**src/rtl/counter_monitor.sv**
```systemverilog
// Watches an external up-counter, predicts its next value and locks onto it after LOCK_LEN
// consecutive matches; reports mismatches seen while locked and tallies verified wraps.
module counter_monitor #(
    parameter int unsigned CNTR_WIDTH = 3,
    parameter int unsigned ERR_WIDTH  = 8,
    parameter int unsigned LOCK_LEN   = 2
) (
    input  logic                  clk,
    input  logic                  clr,
    input  logic                  cnt_clr,
    input  logic                  cnt_en,
    input  logic [CNTR_WIDTH-1:0] cnt_in,
    output logic                  locked,
    output logic                  err,
    output logic [ERR_WIDTH-1:0]  err_cnt,
    output logic [ERR_WIDTH-1:0]  wrap_cnt,
    output logic [CNTR_WIDTH-1:0] exp_cnt
);

    typedef enum logic [1:0] {StUnlocked, StLocking, StLocked} state_e;

    localparam logic [3:0]            LockLen = 4'(LOCK_LEN);
    localparam logic [CNTR_WIDTH-1:0] CntOne  = CNTR_WIDTH'(1);
    localparam logic [ERR_WIDTH-1:0]  ErrOne  = ERR_WIDTH'(1);

    state_e                 state_q, state_d;
    logic                   valid_q, valid_d;
    logic [3:0]             match_q, match_d;
    logic                   wrap_arm_q, wrap_arm_d;
    logic [CNTR_WIDTH-1:0]  exp_d;
    logic                   err_d;
    logic                   locked_d;
    logic [ERR_WIDTH-1:0]   err_cnt_d, wrap_cnt_d;
    logic                   sample_ok;

    assign sample_ok = (cnt_in == exp_cnt);

    always_comb begin
        state_d    = state_q;
        valid_d    = valid_q;
        match_d    = match_q;
        err_d      = 1'b0;
        err_cnt_d  = err_cnt;
        wrap_cnt_d = wrap_cnt;
        // cnt_clr wins over cnt_en and never arms a wrap
        exp_d      = cnt_clr ? '0 : (cnt_en ? cnt_in + CntOne : cnt_in);
        wrap_arm_d = (&cnt_in) & cnt_en & ~cnt_clr;

        unique case (state_q)
            StUnlocked: begin
                state_d = StLocking;
                match_d = '0;
                valid_d = 1'b1;
            end
            StLocking: begin
                if (valid_q) begin
                    if (sample_ok) begin
                        match_d = match_q + 4'd1;
                        if (match_q + 4'd1 >= LockLen) begin
                            state_d = StLocked;
                        end
                    end else begin
                        match_d = '0;
                    end
                end
            end
            StLocked: begin
                if (!sample_ok) begin
                    err_d   = 1'b1;
                    state_d = StUnlocked;
                    valid_d = 1'b0;
                    if (err_cnt != '1) begin
                        err_cnt_d = err_cnt + ErrOne;
                    end
                end else if (wrap_arm_q && (cnt_in == '0)) begin
                    wrap_cnt_d = wrap_cnt + ErrOne;
                end
            end
            default: state_d = StUnlocked;
        endcase

        locked_d = (state_d == StLocked);
    end

    always_ff @(posedge clk or posedge clr) begin
        if (clr) begin
            state_q    <= StUnlocked;
            valid_q    <= 1'b0;
            match_q    <= '0;
            wrap_arm_q <= 1'b0;
            exp_cnt    <= '0;
            err        <= 1'b0;
            locked     <= 1'b0;
            err_cnt    <= '0;
            wrap_cnt   <= '0;
        end else begin
            state_q    <= state_d;
            valid_q    <= valid_d;
            match_q    <= match_d;
            wrap_arm_q <= wrap_arm_d;
            exp_cnt    <= exp_d;
            err        <= err_d;
            locked     <= locked_d;
            err_cnt    <= err_cnt_d;
            wrap_cnt   <= wrap_cnt_d;
        end
    end

endmodule
```
**config.mk**
```make
export PLATFORM = sky130hd
export DESIGN_NAME = counter_monitor
export DESIGN_NICKNAME = d
export VERILOG_FILES = /design/src/rtl/counter_monitor.sv
export SDC_FILE = /design/constraint.sdc
export NUM_CORES = 1
export LEC_CHECK = 0
export CAP_MARGIN = 25
export CORE_MARGIN = 2
export CORE_UTILIZATION = 28
export CTS_CLUSTER_DIAMETER = 60
export CTS_CLUSTER_SIZE = 16
export DETAILED_ROUTE_END_ITERATION = 16
export PLACE_DENSITY_LB_ADDON = 0.25
export SLEW_MARGIN = 15
export SYNTH_ARGS = -nofsm -noshare
export SYNTH_HDL_FRONTEND = slang
export SYNTH_SLANG_ARGS = --single-unit
```
**constraint.sdc**
```tcl
create_clock -name clk -period 2.3 [get_ports clk]
set_input_delay 0.345 -clock clk [delete_from_list [all_inputs] [get_ports clk]]
set_output_delay 0.345 -clock clk [all_outputs]
set_load 0.005 [all_outputs]
```
Yosys cells after proc, flatten, opt, wreduce, memory -nomap -nowiden --
Index checks and enable logic that the tools add are counted.
Word-level totals: logic and storage cells 49, input bits 7, output and inout port bits 21, flip-flop bits (word level) 29
Cells by class: $lt $le $gt $ge 1, reduce and logical (&&, ||, !) cells 10, eq/ne operators 7, multiplexer cells 14, bitwise operators 4, $add $sub $neg 4
Operators by type and width (number):
- $add A8 B1 Y8 const B | 2
- $reduce_and A3 Y1 | 3
- $mux W2 | 4
- $mux W4 | 2
- $ne A8 B8 Y1 const B | 1
- $pmux W4 S2 | 1
- $mux W3 | 2
- $pmux W2 S3 | 1
- $add A4 B1 Y4 const B | 1
- $eq A2 B2 Y1 const B | 2
- $ge A4 B2 Y1 const B | 1
- $ne A2 B2 Y1 const B | 2
- $reduce_and A2 Y1 | 2
- $reduce_bool A2 Y1 | 2
- $add A3 B1 Y3 const B | 1
- $eq A3 B3 Y1 | 1
- $logic_not A3 Y1 | 1
- $mux W1 | 3
- $and A1 B1 Y1 | 2
- $eq A2 B1 Y1 const B | 1
- $logic_not A2 Y1 | 1
- $not A1 Y1 | 2
- $pmux W1 S2 | 1
- $logic_and A1 B1 Y1 | 1

Logic depth before layout (Yosys ltp) --
Gate-level depths: netlist of the first run.
depth in word-level cells 7, depth in mapped cells 6, mapped depth without buffers 6

Least setup slack after synthesis of the first run --
OpenSTA, ideal clock, no wires.
kind flip-flop to flip-flop, from reg err_cnt[2], to reg err_cnt[1], data required time 2172 ps, clock period less this slack 1636 ps, stages on the path, launching flop included 6, arrival time 1509 ps, library setup time 128 ps, slack 664 ps, buffers on the path 1, cell sequence dfrtp_1 and4_1 and3_1 buf_2 a21oi_1 mux2_1
Between the ends: cells in the longest elaborated chain, start to end 2
Ends and longest elaborated chain:
- start: declaration | RTL line 15 | output logic [ERR_WIDTH-1:0] err_cnt,
- start signal: assignment | RTL line 104 | err_cnt <= err_cnt_d;
- $ne A8 B8 Y1 | RTL line 72 | if (err_cnt != '1) begin
- $reduce_and A3 Y1 (no line)
No other way between the ends. A chain may end at the register's enable or synchronous reset.

Worst setup path after layout of the first run --
from in cnt_in[0], to reg err_cnt[1]
Between the ends: cells in the longest elaborated chain, start to end 3
Ends and longest elaborated chain:
- start: declaration | RTL line 12 | input logic [CNTR_WIDTH-1:0] cnt_in,
- $eq A3 B3 Y1 | RTL line 36 | assign sample_ok = (cnt_in == exp_cnt);
- $not A1 Y1 (no line)
- $reduce_and A3 Y1 (no line)
No other way between the ends.

==> impl_metrics.env, run 1 <==
export IMPL_status="completed"
export IMPL_ios=28
export IMPL_die_h_um=77.9
export IMPL_skew_ns=0.00783
export IMPL_synth_most_common_cell="dfrtp_1"
export IMPL_maxCapViolCount=0
export IMPL_port_buffer_count=27
export IMPL_synth_cell_type_count=38
export IMPL_start_util=0.295
export IMPL_cts_sink_count=29
export IMPL_dr_pass1_iters=4
export IMPL_syn_area_mm2=0.00153
export IMPL_ys_seq_area_frac=0.475
export IMPL_fmax_ghz=0.521
export IMPL_p_leak_nw=0.915
export IMPL_seqPwrFrac=0.484
export IMPL_switchingPower_w=0.000324
export IMPL_grt_pass1_vias=1172
export IMPL_fin_crit_ns=1.92
export IMPL_numCtsBuffers=5
export IMPL_synth_area_leaders="dfrtp_1 48%, ha_1 5.7%, xnor2_1 4.6%, xor2_1 4.6%, nand3_1 3.3%"
export IMPL_grt_overflow_total=0
export IMPL_multi_input_area_um2=757
export IMPL_clock_path_buffers=2
export IMPL_cts_tree="yes"
export IMPL_netlist_instances=135
export IMPL_core_mm2=0.00517
export IMPL_drive_above_1_share=0.123
export IMPL_critPathArrivalTime_ns=2.07
export IMPL_cp_start_kind="input port"
export IMPL_design_area_mm2=0.00201
export IMPL_n_antenna_cell=0
export IMPL_drt_iter0_markers=50
export IMPL_sw_frac_of_total=0.265
export IMPL_worstSetupStartpoint="cnt_in[0]"
export IMPL_hold_violations=0
export IMPL_p_per_area_mw_per_mm2=608
export IMPL_fin_tns_setup_ns=0
export IMPL_endpoint_kind="flip-flop"
export IMPL_path_clk_slew_ns=0.06
export IMPL_internal_power_w=0.000895
export IMPL_grt_max_degree=30
export IMPL_r2r_start="exp_cnt[0]$_DFF_PP0_"
export IMPL_critPathMaxFanout=8
export IMPL_postSynthAreaPerCell_um2=11.3
export IMPL_syn_num_nets=149
export IMPL_final_nets=184
export IMPL_clk_latency_ns=0.27
export IMPL_dpl_hpwl_um=2180
export IMPL_layout_area_seq_um2=726
export IMPL_peakVddDrop_v=0.000342
export IMPL_drc=0
export IMPL_nFillCells=494
export IMPL_ys_warn_count=0
export IMPL_wl_um=2960
export IMPL_maxSlewViolCount=0
export IMPL_synth_commonest_cells="29 x dfrtp_1, 10 x nand3_1, 8 x xnor2_1, 8 x xor2_1"
export IMPL_final_util=0.388
export IMPL_via_per_inst=4.74
export IMPL_std_cell_rows=26
export IMPL_area_delta_synth_final_pct=31.3
export IMPL_cts_max_level=2
export IMPL_antenna_found_initial=0
export IMPL_die_w_um=77.9
export IMPL_synth_top_cell_area_share=0.475
export IMPL_min_period_over_period=0.835
export IMPL_synth_area_leader_cell="dfrtp_1"
export IMPL_rsz0062_at_grt="false"
export IMPL_cp_required_ns=2.45
export IMPL_min_path_type="in2async"
export IMPL_synth_seq_cells=29
export IMPL_maxSlewHeadroom=0.658
export IMPL_grt_total_usage=0.109
export IMPL_ctsResizeCount=0
export IMPL_synthFlopType="dfrtp_1"
export IMPL_synth_edf_count=0
export IMPL_drt_wirelength_per_cell_um=12.3
export IMPL_path_class="in2reg"
export IMPL_fin_cells=241
export IMPL_cts_hold_buf=0
export IMPL_vias=1143
export IMPL_drtAntennaViolNets=0
export IMPL_timing_hold_ws_ns=0.442
export IMPL_grt_pass1_wl_um=5220
export IMPL_dpl_cell_area_mm2=0.00190
export IMPL_cts_setup_buffers=0
export IMPL_combPwrFrac=0.144
export IMPL_worst_slew_pin_slew_ns=0.512
export IMPL_dieArea_mm2=0.00606
export IMPL_dp_cells=233
export IMPL_routabilityCongestion=0.773
export IMPL_ys_async_sr_fraction=1.00
export IMPL_setup_violations_final=0
export IMPL_cts_root_buf="clkbuf_8"
export IMPL_clockPowerShare=0.372
sequential cells by signal (all words and copies together), names as in the netlist:
register / cells
valid_q: 1
wrap_cnt: 8
wrap_arm_q: 1
err_cnt: 8
state_q: 2
locked: 1
match_q: 4
err: 1
exp_cnt: 3
power by group through the flow:
stage          logic, W  clock network (W)  registers [W]
2_1_floorplan  0.000119                  0       0.000579
3_3_place_gp   0.000174                  0       0.000594
3_5_place_dp   0.000178                  0       0.000598
4_1_cts        0.000179           0.000472       0.000590
5_1_grt        0.000202           0.000501       0.000596
6_report       0.000175           0.000454       0.000590
cell usage in the layout, fill, tap and decap left out, types with 7 or more instances in the layout:
master and count:
and3_1 7, clkbuf_8 7, clkdlybuf4s50_1 27, dfrtp_1 29
ha_1 7, inv_1 7, nand2_1 7, nand3_1 10
xnor2_1 8, xor2_1 8
per-layer routing:
| metal | global-route usage | vias to the layer above | wire length (um) |
|---|---|---|---|
| li1 | - | 555 | - |
| met5 | 0 | - | 0 |
| met1 | 0.129 | 548 | 1370 |
| met3 | 0.0337 | 4 | 162 |
| met4 | 0.0393 | 0 | 17 |
| met2 | 0.187 | 36 | 1410 |
cells by family after synthesis:
family                   after synthesis  synth area share
AND/OR/NAND/NOR                       46             0.170
flip-flops                            29             0.475
AO/OA/AOI/OAI                         19             0.121
XOR/XNOR                              18             0.113
buffers and inverters                 11            0.0295
adder cells (fa/ha/maj)                7            0.0573
multiplexers                           5            0.0344
metrics by stage:
stage | total power [W] | worst slack, ns
final | 0.00122 | 0.379
after global routing | 0.00130 | 0.303
after CTS | 0.00124 | 0.379
after detailed placement | 0.000776 | 0.0897
after global placement | 0.000768 | 0.118
after floorplan | 0.000698 | 0.664
worst max-delay path, stage by stage:
cell and delay [ns]:
clkdlybuf4s50_1 0.50, xor2_2 0.22, o311ai_4 0.53, a21oi_1 0.14, mux2_1 0.33
area by class of cell:
cell class,count,share of cell area
clock buffers,7,0.0480
flip-flops and latches,29,0.362
multi-input cells,95,0.377
inverters,7,0.0131
repair buffers,32,0.153
clock inverters,1,0.00250
well taps,70,0.0437
worst paths after layout:
kind	to	slack, ns	cells past startpoint
max in group asynchronous	err_cnt[6]$_DFFE_PP0P_	1.58	3
min reg2reg	wrap_cnt[7]$_DFFE_PP0P_	0.47	1
min in group clk	wrap_cnt[7]$_DFFE_PP0P_	0.47	1
min	wrap_cnt[6]$_DFFE_PP0P_	0.44	3
max reg2reg	err_cnt[1]$_DFFE_PP0P_	0.54	4
max	err_cnt[1]$_DFFE_PP0P_	0.38	5
Power figures use the tool's default switching activity.
==> run 2, diff against run 1 <==
==> constraint.sdc (replaced) <==
create_clock -name clk -period 1.7 [get_ports clk]
set_input_delay 0.255 -clock clk [delete_from_list [all_inputs] [get_ports clk]]
set_output_delay 0.255 -clock clk [all_outputs]
set_load 0.005 [all_outputs]
==> impl_metrics.env, run 2 (synthesized netlist as in run 1, its figures left out) <==
export IMPL_status="completed"
export IMPL_clockPowerShare=0.335
export IMPL_final_util=0.414
export IMPL_crit_chain="clkdlybuf4s50_1 -> xor2_2 -> o311ai_4 -> buf_4 -> a2111oi_4 -> xor2_1"
export IMPL_wl_um=3170
export IMPL_cts_tree="yes"
export IMPL_start_util=0.295
export IMPL_drt_iter0_markers=27
export IMPL_sw_frac_of_total=0.281
export IMPL_peakVddDrop_v=0.000723
export IMPL_p_per_area_mw_per_mm2=752
export IMPL_p_leak_nw=0.996
export IMPL_rsz0062_at_grt="true"
export IMPL_dpl_hpwl_um=2270
export IMPL_via_per_inst=4.69
export IMPL_cp_start_kind="input port"
export IMPL_final_nets=201
export IMPL_clock_path_buffers=2
export IMPL_internal_power_w=0.00116
export IMPL_cts_root_buf="clkbuf_8"
export IMPL_numCtsBuffers=5
export IMPL_drt_wirelength_per_cell_um=12.3
export IMPL_drive_above_1_share=0.207
export IMPL_fin_crit_ns=1.61
export IMPL_grt_pass1_vias=1228
export IMPL_maxCapViolCount=0
export IMPL_r2r_start="err_cnt[4]$_DFFE_PP0P_"
export IMPL_pre_cts_ws_ns=-0.305
export IMPL_slowest_delay_ns=0.53
export IMPL_clk_latency_ns=0.28
export IMPL_area_delta_synth_final_pct=40.2
export IMPL_top_layer="met4"
export IMPL_seqPwrFrac=0.490
export IMPL_dieArea_mm2=0.00606
export IMPL_fmax_ghz=0.622
export IMPL_wl_met1_um=1380
export IMPL_wl_met2_um=1570
export IMPL_cp_required_ns=1.90
export IMPL_layout_common_cells="29 x dfrtp_1, 26 x clkdlybuf4s50_1, 21 x buf_4"
export IMPL_n_antenna_cell=0
export IMPL_critPathMaxFanout=5
export IMPL_setup_violations_final=0
export IMPL_reg_top3="err_cnt: 8 flops, wrap_cnt: 8 flops, match_q: 4 flops"
export IMPL_dr_pass1_iters=4
export IMPL_port_buffer_count=27
export IMPL_die_w_um=77.9
export IMPL_core_mm2=0.00517
export IMPL_r2r_end="err_cnt[1]$_DFFE_PP0P_"
export IMPL_grt_max_degree=30
export IMPL_maxSlewViolCount=0
export IMPL_switchingPower_w=0.000452
export IMPL_antenna_found_initial=0
export IMPL_hold_violations=0
export IMPL_endpoint_kind="flip-flop"
export IMPL_worst_slew_pin_slew_ns=0.385
export IMPL_cts_hold_buf=0
export IMPL_path_clk_slew_ns=0.07
export IMPL_vias=1210
export IMPL_fin_tns_setup_ns=0
export IMPL_critPathArrivalTime_ns=1.80
export IMPL_maxSlewHeadroom=0.743
export IMPL_ios=28
export IMPL_std_cell_rows=26
export IMPL_grt_overflow_total=0
export IMPL_setup_ws_ns=0.0926
export IMPL_die_h_um=77.9
export IMPL_grt_total_usage=0.113
export IMPL_cts_max_level=2
export IMPL_nFillCells=499
export IMPL_min_period_over_period=0.946
export IMPL_drtAntennaViolNets=0
export IMPL_drc=0
export IMPL_cts_sink_count=29
export IMPL_r2r_slack_ns=0.13
export IMPL_min_path_type="in2async"
export IMPL_grt_pass1_wl_um=5510
export IMPL_reg2reg_depth=4
export IMPL_cp_slowest_cell="clkdlybuf4s50_1"
export IMPL_met3WireLength_um=183
export IMPL_routabilityCongestion=0.776
export IMPL_final_common_cell="dfrtp_1"
export IMPL_path_class="in2reg"
export IMPL_combPwrFrac=0.175
export IMPL_skew_ns=0.00829
## run 2: cell types whose count changed in the layout (fill, tap and decap cells not counted), sizes merged
| cell | previous run | this run |
|---|---|---|
| buf | 5 | 22 |
| clkinv | 1 | 2 |
| clkdlybuf4s50 | 27 | 26 |
| clkbuf | 7 | 6 |
| dlymetal6s2s | 0 | 1 |
## run 2: critical path: cells and delay by family
kind                      cells  cell delay [ns]
AOI/OAI and AO/OA             2             0.43
xor gates and xnor gates      2             0.39
buffers and inverters         2             0.72
## run 2: layer usage
metal,GRT usage,up-vias
li1,-,582
met1,0.131,588
met2,0.192,36
met3,0.0360,4
met4,0.0482,0
met5,0,-
## run 2: worst max-delay path by stage
| stage | startpoint | endpoint | slack, ns | cells past startpoint |
|---|---|---|---|---|
| global route | cnt_in[1] | err_cnt[7]$_DFFE_PP0P_ | -0.02 | 7 |
| detailed placement | cnt_in[0] | err_cnt[1]$_DFFE_PP0P_ | -0.31 | 5 |
| global placement | cnt_in[0] | err_cnt[1]$_DFFE_PP0P_ | -0.29 | 5 |
| floorplan | err_cnt[2]$_DFFE_PP0P_ | err_cnt[1]$_DFFE_PP0P_ | 0.06 | 5 |
| CTS | cnt_in[1] | err_cnt[5]$_DFFE_PP0P_ | 0.03 | 7 |
| finish | cnt_in[2] | err_cnt[7]$_DFFE_PP0P_ | 0.09 | 6 |
## run 2: per-stage QoR
step	hold WS [ns]	std cells	cell area (um2)	power, W
6_report	0.344	258	2140	0.00161
5_1_grt	0.389	258	2140	0.00171
4_1_cts	0.349	255	2090	0.00163
3_5_place_dp	0.468	245	1990	0.00107
3_3_place_gp	0.469	245	1990	0.00106
2_1_floorplan	0.321	135	1530	0.000944
## run 2: layout make-up
cell class | count | area (um2) | area share
sequential | 29 | 726 | 0.339
clock buffer | 6 | 72.6 | 0.0339
multi-input combinational | 95 | 778 | 0.363
inverter | 7 | 26.3 | 0.0123
timing repair buffer | 49 | 442 | 0.206
clock inverter | 2 | 10.0 | 0.00467
tap | 70 | 87.6 | 0.0409
## run 2: what timing repair did
action | CTS | global route
buffers inserted | 2 | 3
gates resized for setup | 0 | 6
setup endpoints to repair | 1 | 8
pin swaps | 1 | 6
## run 2: power by group through the flow
stage	clock network (W)	registers [W]	logic (W)
after floorplan	0	0.000783	0.000161
after global placement	0	0.000797	0.000262
after detailed placement	0	0.000799	0.000269
after CTS	0.000567	0.000788	0.000272
after global routing	0.000593	0.000799	0.000315
final	0.000539	0.000789	0.000282
==> run 3, diff against run 2 <==
==> constraint.sdc (replaced) <==
create_clock -name clk -period 1.5 [get_ports clk]
set_input_delay 0.225 -clock clk [delete_from_list [all_inputs] [get_ports clk]]
set_output_delay 0.225 -clock clk [all_outputs]
set_load 0.005 [all_outputs]
==> impl_metrics.env, run 3 (synthesized netlist as in run 1, its figures left out) <==
export IMPL_cp_start_kind="flip-flop"
export IMPL_wl_met1_um=1460
export IMPL_clock_path_buffers=2
export IMPL_reg_top3="err_cnt: 8 flops, wrap_cnt: 8 flops, match_q: 4 flops"
export IMPL_wl_um=3530
export IMPL_maxSlewViolCount=0
export IMPL_wl_met2_um=1860
export IMPL_area_delta_synth_final_pct=57.7
export IMPL_cts_tree="yes"
export IMPL_dieArea_mm2=0.00606
export IMPL_dr_pass1_iters=4
export IMPL_die_w_um=77.9
export IMPL_critPathCapture="err_cnt[7]$_DFFE_PP0P_"
export IMPL_violations="setup timing"
export IMPL_rsz0062_at_grt="true"
export IMPL_status="complete, but fails checks"
export IMPL_clockPowerShare=0.356
export IMPL_internal_power_w=0.00144
export IMPL_dpl_hpwl_um=2480
export IMPL_switchingPower_w=0.000556
export IMPL_dpl_cell_area_mm2=0.00207
export IMPL_design_area_mm2=0.00241
export IMPL_grt_overflow_total=0
export IMPL_top_layer="met4"
export IMPL_r2r_start="exp_cnt[0]$_DFF_PP0_"
export IMPL_start_util=0.295
export IMPL_drt_wirelength_per_cell_um=13.0
export IMPL_drive_above_1_share=0.361
export IMPL_peakVddDrop_v=0.000429
export IMPL_endpoint_kind="flip-flop"
export IMPL_layout_common_cells="31 x buf_4, 28 x dfrtp_1, 16 x clkdlybuf4s50_1"
export IMPL_vias=1264
export IMPL_nFillCells=481
export IMPL_setup_ws_ns=-0.120
export IMPL_maxCapViolCount=0
export IMPL_drt_iter0_markers=37
export IMPL_die_h_um=77.9
export IMPL_grt_pass1_vias=1253
export IMPL_critPathArrivalTime_ns=1.77
export IMPL_min_period_over_period=1.08
export IMPL_setup_violations_final=16
export IMPL_numCtsBuffers=5
export IMPL_grt_pass1_wl_um=5630
export IMPL_fin_crit_ns=1.62
export IMPL_final_nets=215
export IMPL_met3WireLength_um=198
export IMPL_std_cell_rows=26
export IMPL_reg2reg_depth=5
export IMPL_cts_sink_count=29
export IMPL_cp_required_ns=1.65
export IMPL_via_per_inst=4.65
export IMPL_path_class="reg2reg"
export IMPL_r2r_end="err_cnt[7]$_DFFE_PP0P_"
export IMPL_fin_cells=272
export IMPL_drtAntennaViolNets=0
export IMPL_core_mm2=0.00517
export IMPL_antenna_found_initial=0
export IMPL_dp_cells=255
export IMPL_r2r_slack_ns=-0.12
export IMPL_combPwrFrac=0.203
export IMPL_layout_area_seq_um2=727
export IMPL_port_buffer_count=27
export IMPL_fmax_ghz=0.617
export IMPL_routabilityCongestion=0.789
export IMPL_p_leak_nw=1.19
export IMPL_worstSetupStartpoint="exp_cnt[0]$_DFF_PP0_"
export IMPL_drc=0
export IMPL_grt_total_usage=0.118
export IMPL_multi_input_area_um2=900
export IMPL_min_path_type="in2async"
export IMPL_cts_max_level=2
export IMPL_maxSlewHeadroom=0.680
export IMPL_p_per_area_mw_per_mm2=830
export IMPL_ios=28
export IMPL_hold_violations=0
export IMPL_sw_frac_of_total=0.278
export IMPL_final_common_cell="buf_4"
export IMPL_grt_max_degree=30
export IMPL_fin_tns_setup_ns=-0.859
export IMPL_cts_root_buf="clkbuf_8"
export IMPL_critPathMaxFanout=6
export IMPL_path_clk_slew_ns=0.07
export IMPL_seqPwrFrac=0.441
export IMPL_n_antenna_cell=0
export IMPL_worst_slew_pin_slew_ns=0.479
export IMPL_skew_ns=0.00770
export IMPL_clk_latency_ns=0.28
## run 3: cell count changes in the layout (fill, tap and decap cells not counted), moves of 3 or more
cell and change:
nand3_1 -5, dlygate4sd2_1 +6, dlymetal6s2s_1 +3, clkdlybuf4s50_1 -10, buf_6 +4, buf_4 +10
nand3_2 +3
## run 3: power by group through the flow
stage | Combinational, W | Clock (W) | Sequential (W)
after floorplan | 0.000182 | 0 | 0.000887
after global placement | 0.000347 | 0 | 0.000891
after detailed placement | 0.000357 | 0 | 0.000893
after CTS | 0.000372 | 0.000736 | 0.000880
after global routing | 0.000450 | 0.000773 | 0.000886
final | 0.000406 | 0.000712 | 0.000881
## run 3: cell type report
cell class,count,area share
Timing Repair Buffer,63,0.235
Clock buffer,7,0.0400
Multi-Input combinational cell,95,0.374
Tap cell,70,0.0364
Clock inverter,1,0.00208
Inverter,7,0.0109
Sequential cell,29,0.302
## run 3: how the worst min path moves through the flow
stage | to | start
detailed placement | wrap_cnt[7]$_DFFE_PP0P_ | wrap_cnt[7]$_DFFE_PP0P_
CTS | state_q[0]$_DFF_PP0_ | clr
finish | wrap_cnt[6]$_DFFE_PP0P_ | clr
floorplan | exp_cnt[0]$_DFF_PP0_ | cnt_clr
global placement | wrap_cnt[7]$_DFFE_PP0P_ | wrap_cnt[7]$_DFFE_PP0P_
global route | wrap_cnt[5]$_DFFE_PP0P_ | clr
## run 3: repair_timing
item / in CTS / in global routing
resized for setup: 16 / 32
hold endpoints to repair: 0 / 0
hold buffers: 0 / 0
buffers inserted: 4 / 5
endpoints found under the setup margin: 27 / 28
pin swaps: 9 / 12
## run 3: worst max-delay path: stages, from the launching register on
cell and delay [ns]:
dfrtp_1 0.41, xor2_2 0.18, o311ai_4 0.50, buf_4 0.21, a2111oi_4 0.04, xor2_1 0.15
## run 3: per-stage QoR
step	util	hold WS, ns	setup WS (ns)	power [W]
global route	0.466	0.344	-0.178	0.00211
detailed placement	0.401	0.485	-0.503	0.00125
global placement	0.401	0.463	-0.442	0.00124
CTS	0.431	0.326	-0.133	0.00199
finish	0.466	0.320	-0.120	0.00200
floorplan	-	0.291	-0.0613	0.00107
## run 3: layer usage
layer,vias up,GRT usage
li1,610,-
met5,-,0
met3,2,0.0453
met4,0,0.0304
met2,31,0.212
met1,621,0.129
